`src/rtl/qam_fs4_mixer.sv`:
```
// fs/4 quadrature mixer: upconverts baseband I/Q to a real passband and downconverts a real channel back to I/Q.
// Define QAM_FS4_MIXER_SAT_EN to clamp negation/shift overflow; by default results wrap two's-complement.
module qam_fs4_mixer #(
   parameter int WIDTH     = 18,
   parameter int I_DELAY   = 1,
   parameter int TX_SHIFT  = 1,
   parameter int HOLD_MODE = 0
) (
   input  logic                    clk,
   input  logic                    reset,
   input  logic                    clear_accum,
   input  logic signed [WIDTH-1:0] tx_i,
   input  logic signed [WIDTH-1:0] tx_q,
   input  logic signed [WIDTH-1:0] rx_in,
   output logic signed [WIDTH-1:0] up_out,
   output logic signed [WIDTH-1:0] dn_i,
   output logic signed [WIDTH-1:0] dn_q,
   output logic                    dn_valid_i,
   output logic                    dn_valid_q,
   output logic [1:0]              phase
);

   // state | meaning
   // PH_0  | LO = +1 on I: up_out <- i_d,  dn_i <- +rx_in
   // PH_1  | LO = -1 on Q: up_out <- -tx_q, dn_q <- -rx_in
   // PH_2  | LO = -1 on I: up_out <- -i_d, dn_i <- -rx_in
   // PH_3  | LO = +1 on Q: up_out <- tx_q,  dn_q <- +rx_in
   typedef enum logic [1:0] {
      PH_0 = 2'd0,
      PH_1 = 2'd1,
      PH_2 = 2'd2,
      PH_3 = 2'd3
   } phase_t;

   phase_t state_q;
   phase_t state_d;

   logic                    restart;
   logic signed [WIDTH-1:0] i_d;
   logic signed [WIDTH-1:0] up_d;
   logic signed [WIDTH-1:0] dn_i_d;
   logic signed [WIDTH-1:0] dn_q_d;
   logic                    valid_i_d;
   logic                    valid_q_d;

   // Reset and clear have the same end state, so one restart term serves both.
   assign restart = reset | clear_accum;

`ifdef QAM_FS4_MIXER_SAT_EN
   localparam logic signed [WIDTH-1:0] MAX_VAL = {1'b0, {(WIDTH-1){1'b1}}};
   localparam logic signed [WIDTH-1:0] MIN_VAL = {1'b1, {(WIDTH-1){1'b0}}};
   localparam logic signed [WIDTH+1:0] MAX_EXT = {3'b000, {(WIDTH-1){1'b1}}};
   localparam logic signed [WIDTH+1:0] MIN_EXT = {3'b111, {(WIDTH-1){1'b0}}};

   function automatic logic signed [WIDTH-1:0] negate(input logic signed [WIDTH-1:0] x);
      return (x == MIN_VAL) ? MAX_VAL : -x;
   endfunction

   function automatic logic signed [WIDTH-1:0] shift_out(input logic signed [WIDTH-1:0] x);
      logic signed [WIDTH+1:0] ext;
      ext = {{2{x[WIDTH-1]}}, x};
      ext = ext <<< TX_SHIFT;
      if (ext > MAX_EXT)
         return MAX_VAL;
      else if (ext < MIN_EXT)
         return MIN_VAL;
      else
         return ext[WIDTH-1:0];
   endfunction
`else
   function automatic logic signed [WIDTH-1:0] negate(input logic signed [WIDTH-1:0] x);
      return -x;
   endfunction

   function automatic logic signed [WIDTH-1:0] shift_out(input logic signed [WIDTH-1:0] x);
      return x <<< TX_SHIFT;
   endfunction
`endif

   always_ff @(posedge clk) begin
      if (restart)
         state_q <= PH_0;
      else
         state_q <= state_d;
   end

   always_comb begin
      state_d = state_q;
      case (state_q)
         PH_0:    state_d = PH_1;
         PH_1:    state_d = PH_2;
         PH_2:    state_d = PH_3;
         PH_3:    state_d = PH_0;
         default: state_d = PH_0;
      endcase
   end

   assign phase = state_q;

   generate
      if (I_DELAY == 0) begin : g_no_dly
         assign i_d = tx_i;
      end else begin : g_dly
         logic signed [WIDTH-1:0] dly [I_DELAY];

         always_ff @(posedge clk) begin
            if (restart) begin
               for (int k = 0; k < I_DELAY; k++)
                  dly[k] <= '0;
            end else begin
               dly[0] <= tx_i;
               for (int k = 1; k < I_DELAY; k++)
                  dly[k] <= dly[k-1];
            end
         end

         assign i_d = dly[I_DELAY-1];
      end
   endgenerate

   always_comb begin
      up_d      = '0;
      dn_i_d    = (HOLD_MODE != 0) ? dn_i : '0;
      dn_q_d    = (HOLD_MODE != 0) ? dn_q : '0;
      valid_i_d = 1'b0;
      valid_q_d = 1'b0;
      case (state_q)
         PH_0: begin
            up_d      = shift_out(i_d);
            dn_i_d    = rx_in;
            valid_i_d = 1'b1;
         end
         PH_1: begin
            up_d      = shift_out(negate(tx_q));
            dn_q_d    = negate(rx_in);
            valid_q_d = 1'b1;
         end
         PH_2: begin
            up_d      = shift_out(negate(i_d));
            dn_i_d    = negate(rx_in);
            valid_i_d = 1'b1;
         end
         PH_3: begin
            up_d      = shift_out(tx_q);
            dn_q_d    = rx_in;
            valid_q_d = 1'b1;
         end
         default: ;
      endcase
   end

   always_ff @(posedge clk) begin
      if (restart) begin
         up_out     <= '0;
         dn_i       <= '0;
         dn_q       <= '0;
         dn_valid_i <= 1'b0;
         dn_valid_q <= 1'b0;
      end else begin
         up_out     <= up_d;
         dn_i       <= dn_i_d;
         dn_q       <= dn_q_d;
         dn_valid_i <= valid_i_d;
         dn_valid_q <= valid_q_d;
      end
   end

endmodule

```
`config.mk`:
```
export PLATFORM = sky130hd
export DESIGN_NAME = qam_fs4_mixer
export DESIGN_NICKNAME = d
export VERILOG_FILES = /design/src/rtl/qam_fs4_mixer.sv
export SDC_FILE = /design/constraint.sdc
export NUM_CORES = 1
export LEC_CHECK = 0
export ABC_AREA = 1
export BUFFER_PORTS_ARGS = -buffer_cell sky130_fd_sc_hd__buf_2
export CAP_MARGIN = 20
export CORE_ASPECT_RATIO = 0.6
export CORE_MARGIN = 4
export CORE_UTILIZATION = 57
export CTS_CLUSTER_DIAMETER = 80
export DETAILED_ROUTE_END_ITERATION = 7
export GPL_TIMING_DRIVEN = 0
export PLACE_DENSITY_LB_ADDON = 0.3
export SLEW_MARGIN = 5
export SYNTH_ARGS = -nofsm -noshare
export SYNTH_HDL_FRONTEND = slang
export SYNTH_SLANG_ARGS = --single-unit
export TNS_END_PERCENT = 30
```
`constraint.sdc`:
```
create_clock -name clk -period 3.7 [get_ports clk]
set_input_delay 0.185 -clock clk [delete_from_list [all_inputs] [get_ports clk]]
set_output_delay 0.185 -clock clk [all_outputs]
set_load 0.1 [all_outputs]
```
# == Word-level counts from Yosys, hierarchy flattened ==
# Memories as Yosys holds them, arrays and structs flattened.
# Index checks and enable logic that the tools add are counted.
# W data, S select, Z words.
# word_totals
regBits,58
ramBits,18
inputBits,57
word_cells,29
mem_count,1
# op_classes
add_sub_neg,3
n_eq_ne,3
n_mux,11
bitwise,1
n_reduce_logical,4
# memory_table
memory,words,width,rd,rd_clocked_by_memory_dff,wr,line,rtl
g_dly.dly,1,18,1,0,1,104,logic signed [WIDTH-1:0] dly [I_DELAY];
# ops
cell,count
$pmux W18 S2,2
$pmux W18 S4,1
$neg A17 Y17,2
$mux W18,1
$neg A18 Y18,1
$reduce_or A18 Y1,1
$pmux W2 S4,1
$mux W1,6
$eq A2 B2 Y1 const B,2
$reduce_or A2 Y1,2
$eq A2 B1 Y1 const B,1
$logic_not A2 Y1,1
$or A1 B1 Y1,1

# == Longest topological paths before layout ==
# Gate-level depths: netlist (run 1).
# logic_depth
word_depth,4
depth_mapped,12

# == Worst setup path after synthesis (run 1) ==
# Ideal clock, no wire load.
# synth_path
kind,reg2reg
startpoint,"reg state_q[0], in the netlist phase[0]"
endpoint,reg up_out[15]
setup_time_ns,0.109
t_arrival_ns,2.068
t_required_ns,3.591
setup_slack_ns,1.523
path_stages_with_launch,9
path_buffers,2
synth_period_minus_slack_ns,2.177
cell_sequence,dfxtp_1 -> inv_1 -> ha_1 -> buf_2 -> clkbuf_1 -> a21oi_1 -> nand3_1 -> nand2_1 -> inv_1
# synth_via
elab_chain_cells,2
# synth_lines
item,line,rtl
"start, declared",35,phase_t state_q;
"start signal, assigned",84,state_q <= state_d;
$eq A2 B2 Y1 (tied with other cells),127,case (state_q)
$pmux W18 S4 (*),127,
"end signal, assigned",160,up_out <= up_d;
"end, declared",15,"output logic signed [WIDTH-1:0] up_out,"
# Mark *: on every way between the ends. The rest lies on a longest branch, timed or not. The select of a mux whose other input is x is not followed.
# A chain may end at the register's enable or synchronous reset.

# == Worst setup path in the final report (run 1) ==
# layout_path
startpoint,"reg state_q[0], in the netlist phase[0]"
endpoint,reg up_out[16]
# Same word-level chain as after synthesis.

==> results of run 1 <==
[how the worst max path moves through the flow]
stage,start,end,cells past startpoint,slack [ps]
after floorplan,phase[0],up_out[15],8,1520
after global placement,phase[0],up_out[16],7,1990
after detailed placement,phase[0],up_out[16],7,1920
after CTS,phase[0],up_out[16],7,1870
after global routing,phase[0],up_out[16],7,1710
final,phase[0],up_out[16],7,1810
[state kept, by name, indices dropped and copies added (netlist names)]
signal,count
dn_i,18
dn_q,18
dn_valid_q,1
g_dly.dly,17
phase,2
up_out,17
[worst max-delay path: stages, from the launching register on]
cell and delay, ps:
dfxtp_1 510, ha_1 210, buf_2 190, clkbuf_1 500, a21oi_1 130, nand3_1 160, nand2_1 80, inv_1 50
[power breakdown]
part           internal [uW]  switching [uW]  leakage (uW)
clock network            529             364      0.000144
logic                    113             381       0.00176
registers                815            15.3      0.000595
[area by class of cell]
class                   count  area (um2)
clock buffers               9         225
flip-flops and latches     73        1460
fillers                   572        1770
inverters                  90         338
repair buffers            111         556
well taps                  87         109
clock inverters             7        78.8
plain buffers              25         119
multi-input cells         442        2170
[through the flow]
stage	util	instance area, um2	std cells	total power [uW]	hold WS, ps
6_report	0.741	5050	844	2220	50.4
5_1_grt	0.741	5050	844	2300	52.3
4_1_cts	0.741	5050	844	2210	46.8
3_5_place_dp	0.696	4750	828	1330	402
3_3_place_gp	0.696	4750	828	1320	397
2_1_floorplan	-	4080	630	1200	297
[Yosys cell counts (all sizes together)]
| cell type | number |
|---|---|
| clkbuf | 13 |
| nand3 | 89 |
| a31oi | 1 |
| xor2 | 4 |
| nor3 | 3 |
| clkinv | 1 |
| nor2 | 90 |
| a21oi | 65 |
| conb | 1 |
| nand4 | 7 |
| buf | 12 |
| o211ai | 1 |
| or2 | 1 |
| ha | 7 |
| dfxtp | 73 |
| inv | 89 |
| nand3b | 4 |
| o21ai | 20 |
| nand2 | 148 |
| o221ai | 1 |
[metal layers]
metal | track usage | vias to the layer above
li1 | - | 2241
met1 | 0.491 | 2066
met2 | 0.439 | 297
met3 | 0.103 | 20
met4 | 0.0776 | 2
met5 | 0 | -
[cell families (layout without fill, tap and decap cells)]
group	Yosys count	count (layout)	synth area share
AND/OR/NAND/NOR	342	342	0.388
buffers and inverters	115	242	0.112
AO/OA/AOI/OAI	88	88	0.112
flip-flops	73	73	0.358
adder cells (fa/ha/maj)	7	7	0.0214
XOR/XNOR	4	4	0.00858
other	1	1	0.000918
==> results.sh, run 1 <==
export IMPL_first_global_vias=4187
export IMPL_syn_inst=630
export IMPL_insertion_delay_ps=350
export IMPL_crit_type="flip-flop to flip-flop"
export IMPL_wl_per_cell_um=15.9
export IMPL_drt_initial_drc_count=622
export IMPL_cap_violations=0
export IMPL_finalMaxSlewViolations=0
export IMPL_cts_resized=0
export IMPL_r2r_cells=7
export IMPL_design_die_area_mm2=0.00863
export IMPL_worstPathRequired_ps=3990
export IMPL_rows=23
export IMPL_leakage_uw=0.00250
export IMPL_cellPowerDensity_mw_per_mm2=439
export IMPL_hold_violations=0
export IMPL_drtPass1Iterations=7
export IMPL_grt_max_degree=15
export IMPL_ctsHoldBuffers=0
export IMPL_layout_nets=816
export IMPL_holdPathStages=3
export IMPL_cp_end_kind="flip-flop"
export IMPL_r2r_slack_ps=1810
export IMPL_final_cell_mix="142 x nand2_1, 119 x buf_2, 85 x nand3_1, 82 x inv_1, 73 x dfxtp_1"
export IMPL_antenna_found_initial=1
export IMPL_hold_start="tx_i[10]"
export IMPL_setup_slack_ps=1810
export IMPL_synth_seq_cells=73
export IMPL_detail_route_antenna_nets=0
export IMPL_grt_overflow=0
export IMPL_path_clk_slew_ps=60
export IMPL_gp_congestion=0.950
export IMPL_dieHeight_um=73.6
export IMPL_ios=115
export IMPL_drc=0
export IMPL_htreeDepth=3
export IMPL_antenna_cells=0
export IMPL_cts_tree="yes"
export IMPL_die_x_um=117
export IMPL_tightest_slew_ps=616
export IMPL_routed_wl_met2_mm=5.23
export IMPL_yosysSeqAreaShare=0.358
export IMPL_startpoint_type="flip-flop"
export IMPL_cp_arrival_ps=2180
export IMPL_layout_drive_gt1_share=0.239
export IMPL_hold_path_class="primary input to flip-flop"
export IMPL_synth_area_mm2=0.00408
export IMPL_fmax_mhz=530
export IMPL_fin_crit_ps=1890
export IMPL_clkSinkCount=73
export IMPL_synthTopCellsByArea="dfxtp_1 36%, nand2_1 13%, nand3_1 10%"
export IMPL_vdd_ir_drop_max_mv=0.376
export IMPL_min_period_over_period=0.510
export IMPL_dpl_hpwl_mm=10.3
export IMPL_viasPerCell=5.48
export IMPL_grt_pass1_wl_mm=21.1
export IMPL_grt_util_all_layers=0.324
export IMPL_initial_core_util=0.599
export IMPL_post_cts_buffers=0
export IMPL_syn_to_final_growth_pct=23.7
export IMPL_dp_slack_ps=1920
export IMPL_rsz0062_at_grt="false"
export IMPL_timing_rr_start="phase[0]"
export IMPL_dr_total_vias=4626
export IMPL_synth_fp_nets=694
export IMPL_outcome="finished clean"
export IMPL_critical_path_max_fanout=10
export IMPL_relSlewSlack=0.589
export IMPL_hold_end="g_dly.dly[0][10]"
export IMPL_port_buffers=111
export IMPL_numCtsBuffers=9
export IMPL_yosys_area_top_type="dfxtp_1"
export IMPL_r2r_end="up_out[16]"
export IMPL_fin_setup_tns_ps=0
export IMPL_m1WireLength_mm=6.19
export IMPL_final_common_cell="nand2_1"
export IMPL_yosysWarnings=0
export IMPL_synth_cell_types=30
export IMPL_skew_ps=6.81
export IMPL_yosys_area_top_type_share=0.358
export IMPL_root_buffer="clkbuf_16"
export IMPL_avgSynthCellArea_um2=6.48
export IMPL_drt_total_wl_mm=13.4
export IMPL_setup_viol=0
export IMPL_core_area_mm2=0.00682
export IMPL_cts_buffer_depth=2
export IMPL_routed_top_layer="met5"
export IMPL_route_met3_wl_mm=1.80
No activity file was read; power rests on OpenSTA's default activity.
==> run 2: changes to the inputs <==
--- a/config.mk
+++ b/config.mk
@@ -5,12 +5,12 @@
 export SDC_FILE = /design/constraint.sdc
 export NUM_CORES = 1
 export LEC_CHECK = 0
-export ABC_AREA = 1
+export ABC_AREA = 0
 export BUFFER_PORTS_ARGS = -buffer_cell sky130_fd_sc_hd__buf_2
 export CAP_MARGIN = 20
 export CORE_ASPECT_RATIO = 0.6
 export CORE_MARGIN = 4
-export CORE_UTILIZATION = 57
+export CORE_UTILIZATION = 46
 export CTS_CLUSTER_DIAMETER = 80
 export DETAILED_ROUTE_END_ITERATION = 7
 export GPL_TIMING_DRIVEN = 0
==> constraint.sdc (replaced) <==
create_clock -name clk -period 1.68 [get_ports clk]
set_input_delay 0.084 -clock clk [delete_from_list [all_inputs] [get_ports clk]]
set_output_delay 0.084 -clock clk [all_outputs]
set_load 0.1 [all_outputs]
==> run 2 against run 1 <==
  * The run now ends with setup timing left
  * Cell count shrank 15%
  * Via count is 10% lower
  * Clock-buffer cell count is 1 higher
  * Die area rose by 11%
  * Clock skew rose by 1.3 ps
  * Non-clock buffer count increased by 30
  * Design area is 2.9% higher
  * Fmax down 3.8%
  * Total power rose by 120%
==> results.sh, run 2 <==
export IMPL_clkSinkCount=73
export IMPL_layout_drive_gt1_share=0.333
export IMPL_skew_ps=8.09
export IMPL_hold_path_class="primary input to flip-flop"
export IMPL_antenna_cells=0
export IMPL_grt_util_all_layers=0.252
export IMPL_gp_congestion=0.896
export IMPL_hold_violations=0
export IMPL_timing_rr_start="g_dly.dly[0][6]"
export IMPL_leakage_uw=0.00221
export IMPL_cp_arrival_ps=2170
export IMPL_cellPowerDensity_mw_per_mm2=958
export IMPL_synth_cell_types=53
export IMPL_final_cell_mix="109 x buf_2, 64 x dfxtp_1, 49 x nor2_1, 33 x a21oi_1, 29 x nand2_1"
export IMPL_htreeDepth=3
export IMPL_finalMaxSlewViolations=0
export IMPL_grt_overflow=0
export IMPL_design_die_area_mm2=0.00961
export IMPL_outcome="complete, but fails checks"
export IMPL_yosys_area_top_type="dfxtp_1"
export IMPL_dpl_hpwl_mm=8.61
export IMPL_dr_total_vias=4158
export IMPL_final_util=0.662
export IMPL_cap_violations=0
export IMPL_worstPathRequired_ps=1880
export IMPL_final_common_cell="buf_2"
export IMPL_syn_to_final_growth_pct=40.1
export IMPL_syn_inst=458
export IMPL_drtPass1Iterations=7
export IMPL_fmax_mhz=510
export IMPL_synth_fp_nets=522
export IMPL_numCtsBuffers=9
export IMPL_synth_most_common_cell="dfxtp_1"
export IMPL_crit_type="flip-flop to flip-flop"
export IMPL_r2r_slack_ps=-280
export IMPL_m1WireLength_mm=5.18
export IMPL_setup_viol=14
export IMPL_synth_seq_cells=73
export IMPL_rows=25
export IMPL_r2r_cells=5
export IMPL_routed_top_layer="met4"
export IMPL_yosysWarnings=0
export IMPL_root_buffer="clkbuf_16"
export IMPL_port_buffers=109
export IMPL_grt_pass1_wl_mm=18.7
export IMPL_yosys_area_top_type_share=0.394
export IMPL_hold_start="rx_in[14]"
export IMPL_rsz0062_at_grt="true"
export IMPL_failed_checks="setup timing"
export IMPL_core_area_mm2=0.00785
export IMPL_synth_common_cells="73 x dfxtp_1, 52 x nor2_1, 33 x a21oi_1"
export IMPL_cts_buffer_depth=2
export IMPL_insertion_delay_ps=340
export IMPL_route_met3_wl_mm=1.64
export IMPL_routed_wl_met2_mm=5.13
export IMPL_path_clk_slew_ps=50
export IMPL_ys_flop_type="dfxtp_1"
export IMPL_cp_startpoint="g_dly.dly[0][6]"
export IMPL_r2r_end="up_out[16]"
export IMPL_avgSynthCellArea_um2=8.10
export IMPL_critical_path_max_fanout=6
export IMPL_first_global_vias=3809
export IMPL_layout_nets=669
export IMPL_yosysSeqAreaShare=0.394
export IMPL_antenna_found_initial=0
export IMPL_setup_slack_ps=-282
export IMPL_initial_core_util=0.472
export IMPL_vdd_ir_drop_max_mv=0.758
export IMPL_dieHeight_um=77.6
export IMPL_holdPathStages=2
export IMPL_wl_per_cell_um=17.1
export IMPL_relSlewSlack=0.452
export IMPL_startpoint_type="flip-flop"
export IMPL_ios=115
export IMPL_async_flop_share=0
export IMPL_grt_max_degree=13
export IMPL_synthTopCellsByArea="dfxtp_1 39%, nor2_1 5.3%, a21oi_1 4.5%"
export IMPL_detail_route_antenna_nets=0
export IMPL_hold_end="dn_i[14]"
export IMPL_min_period_over_period=1.17
export IMPL_cp_end_kind="flip-flop"
export IMPL_drt_total_wl_mm=12.3
export IMPL_cts_tree="yes"
export IMPL_tightest_slew_ps=815
export IMPL_fin_crit_ps=1960
export IMPL_drc=0
export IMPL_synth_area_mm2=0.00371
export IMPL_top_regs="dn_i x18, dn_q x18"
export IMPL_synth_edff_count=0
export IMPL_holdWs_ps=21.5
export IMPL_viasPerCell=5.79
export IMPL_die_x_um=124
export IMPL_drt_initial_drc_count=524
-- run 2: critical path: stages, from the launching register on --
cell,delay [ps]
dfxtp_2,340
or4_4,550
or3_4,430
or3_4,340
nand3_2,70
a31oi_2,100
-- run 2: logic make-up after synthesis --
group,count (synthesis),synth area share
adders and majority gates,7,0.0236
DFF,73,0.394
buffers and inverters,46,0.0493
AOI/OAI and AO/OA,116,0.199
and+or+nand+nor,193,0.278
xor gates and xnor gates,15,0.0354
muxes,7,0.0192
other,1,0.00101
-- run 2: cell type report --
cell class                 count  area [um2]
multi-input combinational    339        2230
clock inverter                 6        82.6
clock buffer                  10         229
inverter                      16        66.3
sequential                    73        1480
tap                          108         135
buffer                        29         173
fill                         649        2650
timing repair buffer         137         802
-- run 2: metrics by stage --
step / total power, uW / cells / area (um2) / setup slack [ps] / TNS, ps
final: 4980 / 718 / 5200 / -282 / -2230
after global routing: 5160 / 718 / 5200 / -306 / -3330
after global placement: 2870 / 675 / 4450 / -442 / -7930
after CTS: 4930 / 709 / 5020 / -277 / -2070
after detailed placement: 2890 / 675 / 4450 / -543 / -9050
after floorplan: 2610 / 458 / 3770 / -181 / -956
-- run 2: worst max path at each step --
stage                            end  slack, ps  cells after the start
final                     up_out[16]       -280                      5
after global routing      up_out[16]       -310                      5
after CTS                 up_out[16]       -280                      5
after detailed placement    dn_i[16]       -540                      8
after global placement    up_out[16]       -440                      6
after floorplan           up_out[16]       -180                      6
-- run 2: report_power, final --
| part | internal, uW | total (uW) | switching [uW] |
|---|---|---|---|
| logic | 347 | 1160 | 809 |
| clock network | 1290 | 1990 | 698 |
| registers | 1800 | 1840 | 40.5 |
-- run 2: per-layer routing --
layer / vias to the layer above / global-route usage
li1: 1950 / -
met1: 1860 / 0.344
met2: 299 / 0.359
met3: 49 / 0.0859
met4: 0 / 0.111
met5: - / 0
-- run 2: timing repair --
item / 4_1_cts / 5_1_grt
endpoints found under the hold margin: 17 / 0
cloned: 0 / 0
setup buffers: 2 / 9
gates resized for setup: 27 / 39
pin swaps: 4 / 10
hold buffers: 17 / 0
endpoints found under the setup margin: 43 / 40
